$ cat src/rtl/tug_referee.sv
// Tug-of-war game controller: turns key rising edges into rope moves,
// detects round wins, keeps per-player scores and ends the match at SCORE_MAX.
module tug_referee #(
    parameter int N_LIGHTS  = 9,
    parameter int SCORE_MAX = 7,
    parameter int SCORE_W   = 3
) (
    input  logic                clk,
    input  logic                rst,
    input  logic                p_l,
    input  logic                p_r,
    output logic [N_LIGHTS-1:0] lights,
    output logic [SCORE_W-1:0]  score_l,
    output logic [SCORE_W-1:0]  score_r,
    output logic [1:0]          winner,
    output logic                match_over
);

    localparam int CENTER = (N_LIGHTS - 1) / 2;
    localparam int POS_W  = (N_LIGHTS > 1) ? $clog2(N_LIGHTS) : 1;

    localparam logic [POS_W-1:0]    POS_CENTER    = POS_W'(CENTER);
    localparam logic [POS_W-1:0]    POS_MAX       = POS_W'(N_LIGHTS - 1);
    localparam logic [POS_W-1:0]    POS_MIN       = '0;
    localparam logic [N_LIGHTS-1:0] LIGHTS_CENTER = N_LIGHTS'(1) << CENTER;
    localparam logic [N_LIGHTS-1:0] LIGHT_LEFT    = N_LIGHTS'(1) << (N_LIGHTS - 1);
    localparam logic [N_LIGHTS-1:0] LIGHT_RIGHT   = N_LIGHTS'(1);
    localparam logic [SCORE_W-1:0]  SCORE_LIMIT   = SCORE_W'(SCORE_MAX);

    localparam logic [1:0] WIN_NONE  = 2'b00;
    localparam logic [1:0] WIN_LEFT  = 2'b01;
    localparam logic [1:0] WIN_RIGHT = 2'b10;

    generate
        if ((N_LIGHTS < 3) || (N_LIGHTS % 2 == 0)) begin : g_bad_lights
            $error("tug_referee: N_LIGHTS must be odd and >= 3");
        end
        if ((SCORE_MAX < 1) || (SCORE_MAX > (2 ** SCORE_W) - 1)) begin : g_bad_score
            $error("tug_referee: SCORE_MAX must fit in 1 .. 2**SCORE_W-1");
        end
    endgenerate

    typedef enum logic [1:0] {
        PLAY,
        WIN_L,
        WIN_R,
        DONE
    } state_t;

    state_t             state;
    logic [POS_W-1:0]   pos;
    logic               prev_l;
    logic               prev_r;
    logic               press_l;
    logic               press_r;
    logic [SCORE_W-1:0] score_l_inc;
    logic [SCORE_W-1:0] score_r_inc;

    // A held key yields exactly one press; a tie in the same cycle cancels below.
    assign press_l     = p_l & ~prev_l;
    assign press_r     = p_r & ~prev_r;
    assign score_l_inc = score_l + SCORE_W'(1);
    assign score_r_inc = score_r + SCORE_W'(1);

    always_ff @(posedge clk or negedge rst) begin
        if (!rst) begin
            state      <= PLAY;
            pos        <= POS_CENTER;
            lights     <= LIGHTS_CENTER;
            score_l    <= '0;
            score_r    <= '0;
            winner     <= WIN_NONE;
            match_over <= 1'b0;
            prev_l     <= 1'b0;
            prev_r     <= 1'b0;
        end else begin
            prev_l <= p_l;
            prev_r <= p_r;
            case (state)
                PLAY: begin
                    if (press_l && !press_r) begin
                        if (pos == POS_MAX) begin
                            score_l <= score_l_inc;
                            winner  <= WIN_LEFT;
                            lights  <= LIGHT_LEFT;
                            if (score_l_inc == SCORE_LIMIT) begin
                                state      <= DONE;
                                match_over <= 1'b1;
                            end else begin
                                state <= WIN_L;
                            end
                        end else begin
                            pos    <= pos + POS_W'(1);
                            lights <= lights << 1;
                        end
                    end else if (press_r && !press_l) begin
                        if (pos == POS_MIN) begin
                            score_r <= score_r_inc;
                            winner  <= WIN_RIGHT;
                            lights  <= LIGHT_RIGHT;
                            if (score_r_inc == SCORE_LIMIT) begin
                                state      <= DONE;
                                match_over <= 1'b1;
                            end else begin
                                state <= WIN_R;
                            end
                        end else begin
                            pos    <= pos - POS_W'(1);
                            lights <= lights >> 1;
                        end
                    end
                end
                WIN_L, WIN_R: begin
                    // Both keys must be up before the next round, so no press carries over.
                    if (!p_l && !p_r) begin
                        state  <= PLAY;
                        pos    <= POS_CENTER;
                        lights <= LIGHTS_CENTER;
                        winner <= WIN_NONE;
                    end
                end
                DONE: begin
                end
                default: begin
                    state <= PLAY;
                end
            endcase
        end
    end

endmodule
$ cat config.mk
export PLATFORM = sky130hd
export DESIGN_NAME = tug_referee
export DESIGN_NICKNAME = d
export VERILOG_FILES = /design/src/rtl/tug_referee.sv
export SDC_FILE = /design/constraint.sdc
export NUM_CORES = 1
export LEC_CHECK = 0
export BUFFER_PORTS_ARGS = -buffer_cell sky130_fd_sc_hd__buf_2
export CAP_MARGIN = 20
export CORE_ASPECT_RATIO = 0.7
export CORE_MARGIN = 2
export CORE_UTILIZATION = 58
export CTS_CLUSTER_DIAMETER = 50
export DETAILED_ROUTE_END_ITERATION = 10
export GPL_ROUTABILITY_DRIVEN = 0
export HOLD_SLACK_MARGIN = 0.02
export PLACE_DENSITY = 0.81
export SLEW_MARGIN = 20
export SYNTH_ARGS = -nofsm -noshare
export SYNTH_HDL_FRONTEND = slang
export SYNTH_SLANG_ARGS = --single-unit
$ cat constraint.sdc
create_clock -name clk -period 6.5 [get_ports clk]
set_clock_uncertainty 0.2 [all_clocks]
set_input_delay 1.3 -clock clk [delete_from_list [all_inputs] [get_ports clk]]
set_output_delay 1.3 -clock clk [all_outputs]
set_load 0.02 [all_outputs]
==> flow_summary.yaml, run 1 <==
logic_synthesis:
  synth_largest_area_cell: "sky130_fd_sc_hd__dfrtp_1"
  yosys_register_bits: 26
  netlist_area_sq_um: 1410
  synth_cells: 138
  post_synth_main_area_contributors: "sky130_fd_sc_hd__dfrtp_1 42%, sky130_fd_sc_hd__ha_1 8.8%, sky130_fd_sc_hd__o21ai_0 3.9%"
  yosys.area.top_type_share: 0.425
  synth.lib_cells_used.distinct: 35
  synth_warnings: 0
  synth_fp_nets: 152
  ys_seq_area_frac: 0.462
  most_common_flop_cell_mapped_by_yosys: "sky130_fd_sc_hd__dfrtp_1"
  syn_avg_cell_area_sq_um: 10.2
  async_reset_ff_frac: 1.00
  count_of_flip_flops_with_a_built_in_enable_after_synthesis: 0
sta:
  finalMaxSlewViolations: 0
  rsz0062_at_grt: "no"
  report.final.hold_viol_count: 0
  setup_tns_ps: 0
  finalSetupViolCount: 0
  final_min_period_over_clock_period: 0.479
  worst-slew-pin-transition_ps: 640
  max_freq_mhz: 321
  worst_slew_margin_rel: 0.572
  period_needed_ps: 3110
clock_network:
  cts.sinks: 26
  tritoncts: "built"
  ctsHoldBuffers: 0
  cts.clk_slew.worst_paths_ps: 140
  total_cts_buffers: 3
  worstSkewPairLatency_ps: 320
  clock_path_buffers: 2
  post-cts-setup-buffers: 0
  htreeDepth: 1
  cts-resized-gates: 0
  root_buffer: "sky130_fd_sc_hd__clkbuf_4"
power_and_ir_drop:
  irDropWorstVdd_v: 0.000253
  leakage_nw: 0.773
  power_per_cell_area_nw_per_um2: 427
floorplanning:
  row_count: 14
  die_area_sq_um: 2850
  dieWidth_um: 63.0
  core_area_sq_um: 2220
  die-height_um: 45.3
  pin_count: 22
  initial_utilization: 0.636
global_route:
  grt.overflow.total: 0
  maximum_number_of_pins_on_one_net_before_global_route_repair: 27
  grt_pass1_wl_um: 4670
  antenna_found_initial: 0
  grt_pass1_vias: 979
  groute.usage.overall: 0.211
finish:
  mostFrequentLayoutCell: "sky130_fd_sc_hd__dfrtp_1"
  num_antenna_cells: 0
  fillCellCount: 176
  mostFrequentLayoutCells: "24 x sky130_fd_sc_hd__dfrtp_1, 21 x sky130_fd_sc_hd__buf_2, 13 x sky130_fd_sc_hd__nand2_1"
  layout_cell_share_with_drive_strength_beyond_1: 0.231
  syn_to_final_growth_pct: 11.3
  layout.nets: 175
  utilization: 0.708
critical_path:
  cp_data_arrival_time_ps: 3120
  crit_top_cell: "sky130_fd_sc_hd__ha_1"
  bufs_and_invs_on_worst_path: 2
  setup.worst_path.class: "primary input to flop"
  reg2regPathDepth: 8
  timing.critical_path.cells: "buf_2 -> nor2b_1 -> ha_1 -> inv_1 -> ha_1 -> a31oi_1 -> a2bb2oi_1 -> mux2i_1 -> o21ai_1"
  slowest_stage: "sky130_fd_sc_hd__ha_1"
  worst-r2r-setup-slack_ps: 4100
  startpoint_type: "primary input"
  worstSetupEndpointType: "flop"
  crit-reg2reg-launch: "prev_l"
  critical_path.max_fanout: 6
  cp_num_cells: 9
  cpPeakStageDelay_ps: 330
  regToRegEndpoint: "pos[3]"
  cp_data_required_time_ps: 6510
  critPathTopFamily: "adder cells"
detailed_routing:
  drcViolationCount: 0
  post_drt_via_cell_ratio: 5.54
  drtIter0Drc: 95
  detailedRoute.firstPassIterationCount: 4
  antenna_left: 0
  vias: 1064
  route.final.wire_length_um: 2710
  route.detailed.wl_per_inst_um: 14.1
placed_design:
  port-buffer-count: 21
  dp.final_hpwl_um: 2010
min_path:
  worst_hold_path.num_cells: 1
  hold-path-endpoint: "match_over"
  hold_path_class: "flop to flop"
  hold_path_startpoint: "match_over"
flow_run:
  cap_viol_max_count: 0
run_status:
  outcome: "finished, final reports clean"
[synthesized netlist by cell type (3+ instances only)]
cell type	n
sky130_fd_sc_hd__ha_1	10
sky130_fd_sc_hd__xnor2_1	6
sky130_fd_sc_hd__mux2_2	4
sky130_fd_sc_hd__nand2_1	13
sky130_fd_sc_hd__nor2b_1	3
sky130_fd_sc_hd__nor2_1	10
sky130_fd_sc_hd__clkbuf_1	3
sky130_fd_sc_hd__a21oi_1	4
sky130_fd_sc_hd__o21ai_0	11
sky130_fd_sc_hd__nor3_1	3
sky130_fd_sc_hd__dfrtp_1	24
sky130_fd_sc_hd__inv_1	11
sky130_fd_sc_hd__a22oi_1	7
[per-layer routing]
| layer | GRT usage | vias to the layer above | wire length [um] |
|---|---|---|---|
| li1 | - | 521 | - |
| met1 | 0.316 | 504 | 1340 |
| met2 | 0.313 | 37 | 1200 |
| met3 | 0.0474 | 2 | 153 |
| met4 | 0.0533 | 0 | 15 |
| met5 | 0 | - | 0 |
[worst max-delay path by stage]
stage / endpoint / slack, ps / from
6_report: pos[3] / 3390 / p_l
4_1_cts: pos[3] / 3410 / p_l
5_1_grt: pos[3] / 3200 / p_l
3_3_place_gp: pos[3] / 3130 / p_l
2_1_floorplan: pos[3] / 3410 / p_l
3_5_place_dp: pos[3] / 3090 / p_l
[power breakdown]
| part | internal, mW | total, mW | switching [mW] |
|---|---|---|---|
| clock network | 0.0240 | 0.0706 | 0.0465 |
| registers | 0.214 | 0.270 | 0.0562 |
| logic | 0.138 | 0.332 | 0.194 |
[cells by family after synthesis]
| logic type | share of synthesized area |
|---|---|
| fa+ha+maj | 0.0885 |
| mux | 0.0619 |
| xor+xnor | 0.0496 |
| simple gates | 0.156 |
| flops | 0.462 |
| buf+inv | 0.0372 |
| compound gates | 0.145 |
[registers in the layout, indices dropped and copies added (netlist names)]
register and cells:
prev_r 1, prev_l 1, match_over 1, winner 2, lights 9, state 2, score_l 3, score_r 3
pos 4
[stage by stage]
| stage | power, mW | area, sq um | hold slack, ps | cells | worst slack [ps] |
|---|---|---|---|---|---|
| detailed placement | 0.603 | 1550 | 258 | 188 | 3090 |
| floorplan | 0.514 | 1410 | 278 | 138 | 3410 |
| global placement | 0.590 | 1550 | 260 | 188 | 3130 |
| CTS | 0.674 | 1570 | 290 | 192 | 3410 |
| finish | 0.672 | 1570 | 285 | 192 | 3390 |
| global route | 0.727 | 1570 | 310 | 192 | 3200 |
[cell type report]
cell class,instances,area [sq um],area share
Clock buffer,4,26.3,0.0167
Inverter,11,41.3,0.0262
Multi-Input combinational cell,98,708,0.450
Sequential cell,26,653,0.415
Tap cell,32,40.0,0.0254
Timing Repair Buffer,21,105,0.0668
No activity file was read; power rests on OpenSTA's default activity.
==> inputs of run 2 (changes only) <==
CORE_UTILIZATION = 55   (was 58)
PLACE_DENSITY = 0.78   (was 0.81)
clock period = 3.2 ns   (was 6.5 ns; I/O delays follow)
==> flow_summary.yaml, run 2 (synthesis gave the netlist of run 1 again) <==
run_status:
  outcome: "finished, final reports clean"
power_and_ir_drop:
  power_switching_share: 0.430
  power_per_cell_area_nw_per_um2: 885
  combinationalPowerShare: 0.479
  netsw_mw: 0.607
  irDropWorstVdd_v: 0.000550
  p_int_mw: 0.804
  leakage_nw: 0.780
  sequentialPowerShare: 0.387
  share_clk_of_total_power: 0.135
finish:
  num_antenna_cells: 0
  registers.top_by_ff_count: "lights"
  top_regs: "lights: 9 flops, pos: 4 flops"
  syn_to_final_growth_pct: 12.8
  number_of_flip_flops_in_the_largest_register: 9
  mostFrequentLayoutCells: "24 x sky130_fd_sc_hd__dfrtp_1, 21 x sky130_fd_sc_hd__buf_2, 13 x sky130_fd_sc_hd__nand2_1"
  layout.nets: 175
  fillCellCount: 200
  mostFrequentLayoutCell: "sky130_fd_sc_hd__dfrtp_1"
  multi_input_area_sq_um: 708
  sequential_cell_area_sq_um: 653
  layoutNonFillerInstCount: 194
  layout_cell_share_with_drive_strength_beyond_1: 0.231
clock_network:
  htreeDepth: 1
  ctsHoldBuffers: 0
  post-cts-setup-buffers: 0
  tritoncts: "built"
  cts-resized-gates: 0
  cts.sinks: 26
  total_cts_buffers: 3
  worstSkewPairLatency_ps: 270
  root_buffer: "sky130_fd_sc_hd__clkbuf_8"
  clock_path_buffers: 2
  cts.clk_slew.worst_paths_ps: 90
critical_path:
  startpoint_type: "primary input"
  worstSetupEndpointType: "flop"
  crit-reg2reg-launch: "prev_l"
  reg2regPathDepth: 8
  worst-r2r-setup-slack_ps: 790
  cp_data_arrival_time_ps: 2480
  critical_path.max_fanout: 6
  bufs_and_invs_on_worst_path: 2
  crit_top_cell: "sky130_fd_sc_hd__ha_1"
  timing.critical_path.cells: "buf_2 -> nor2b_1 -> ha_1 -> inv_1 -> ha_1 -> a31oi_1 -> a2bb2oi_1 -> mux2i_1 -> o21ai_1"
  regToRegEndpoint: "pos[3]"
  setup.worst_path.class: "primary input to flop"
  critPathTopFamily: "adder cells"
  cp_data_required_time_ps: 3150
  critical_path.startpoint: "p_l"
  cpPeakStageDelay_ps: 340
  slowest_stage: "sky130_fd_sc_hd__ha_1"
global_route:
  grt_pass1_vias: 1020
  grt_pass1_wl_um: 4600
  maximum_number_of_pins_on_one_net_before_global_route_repair: 27
  antenna_found_initial: 0
  grt.overflow.total: 0
  groute.usage.overall: 0.207
detailed_routing:
  detailedRoute.firstPassIterationCount: 5
  drcViolationCount: 0
  drtIter0Drc: 98
  post_drt_via_cell_ratio: 5.71
  route.detailed.wl_per_inst_um: 14.5
  vias: 1107
  route.final.wire_length_um: 2810
  antenna_left: 0
sta:
  finalMaxSlewViolations: 0
  report.final.hold_viol_count: 0
  finalSetupViolCount: 0
  timing.final.ws_setup_ps: 672
  max_freq_mhz: 396
  worst_slew_margin_rel: 0.551
  final_min_period_over_clock_period: 0.790
  setup_tns_ps: 0
  worst-slew-pin-transition_ps: 671
  period_needed_ps: 2530
  rsz0062_at_grt: "no"
floorplanning:
  die-height_um: 46.4
  core_area_sq_um: 2460
  die_area_sq_um: 3000
  row_count: 15
  pin_count: 22
  initial_utilization: 0.575
  dieWidth_um: 64.6
flow_run:
  cap_viol_max_count: 0
min_path:
  hold_path_class: "primary input to async pin"
placed_design:
  placed_cells_incl_taps: 190
  dp.final_hpwl_um: 2120
  post-place-ws_ps: 437
  port-buffer-count: 21
run 2: changes by cell type in the layout (fill, tap and decap cells not counted):
cell | before | now
sky130_fd_sc_hd__clkbuf_4 | 3 | 0
sky130_fd_sc_hd__clkbuf_8 | 0 | 3
run 2: through the flow:
stage	hold WS (ps)	cell area, sq um	util	total power [mW]
4_1_cts	176	1600	0.649	1.42
6_report	153	1600	0.649	1.41
3_5_place_dp	263	1550	0.631	1.23
5_1_grt	183	1600	0.649	1.53
3_3_place_gp	258	1550	0.631	1.19
2_1_floorplan	144	1410	-	1.04
run 2: how the worst max path moves through the flow:
| stage | endpoint | depth (start not counted) |
|---|---|---|
| final | pos[3] | 9 |
| after floorplan | pos[3] | 8 |
| after detailed placement | pos[3] | 9 |
| after CTS | pos[3] | 9 |
| after global routing | pos[3] | 9 |
| after global placement | pos[3] | 9 |
run 2: cell type report:
class,count,share of cell area
clock buffers,4,0.0282
multi-input cells,98,0.444
flip-flops and latches,26,0.409
inverters,11,0.0259
repair buffers,21,0.0659
well taps,34,0.0267
run 2: metal layers:
layer,global-route usage,vias up,routed length (um)
met4,0.0723,0,36
met3,0.0513,6,109
li1,-,521,-
met5,0,-,0
met1,0.257,556,1300
met2,0.363,24,1360
run 2: power by group through the flow:
stage	Combinational (mW)	Clock (mW)	Sequential (mW)
4_1_cts	0.680	0.194	0.544
5_1_grt	0.755	0.209	0.564
2_1_floorplan	0.437	0	0.607
3_3_place_gp	0.651	0	0.542
6_report	0.675	0.190	0.546
3_5_place_dp	0.677	0	0.550
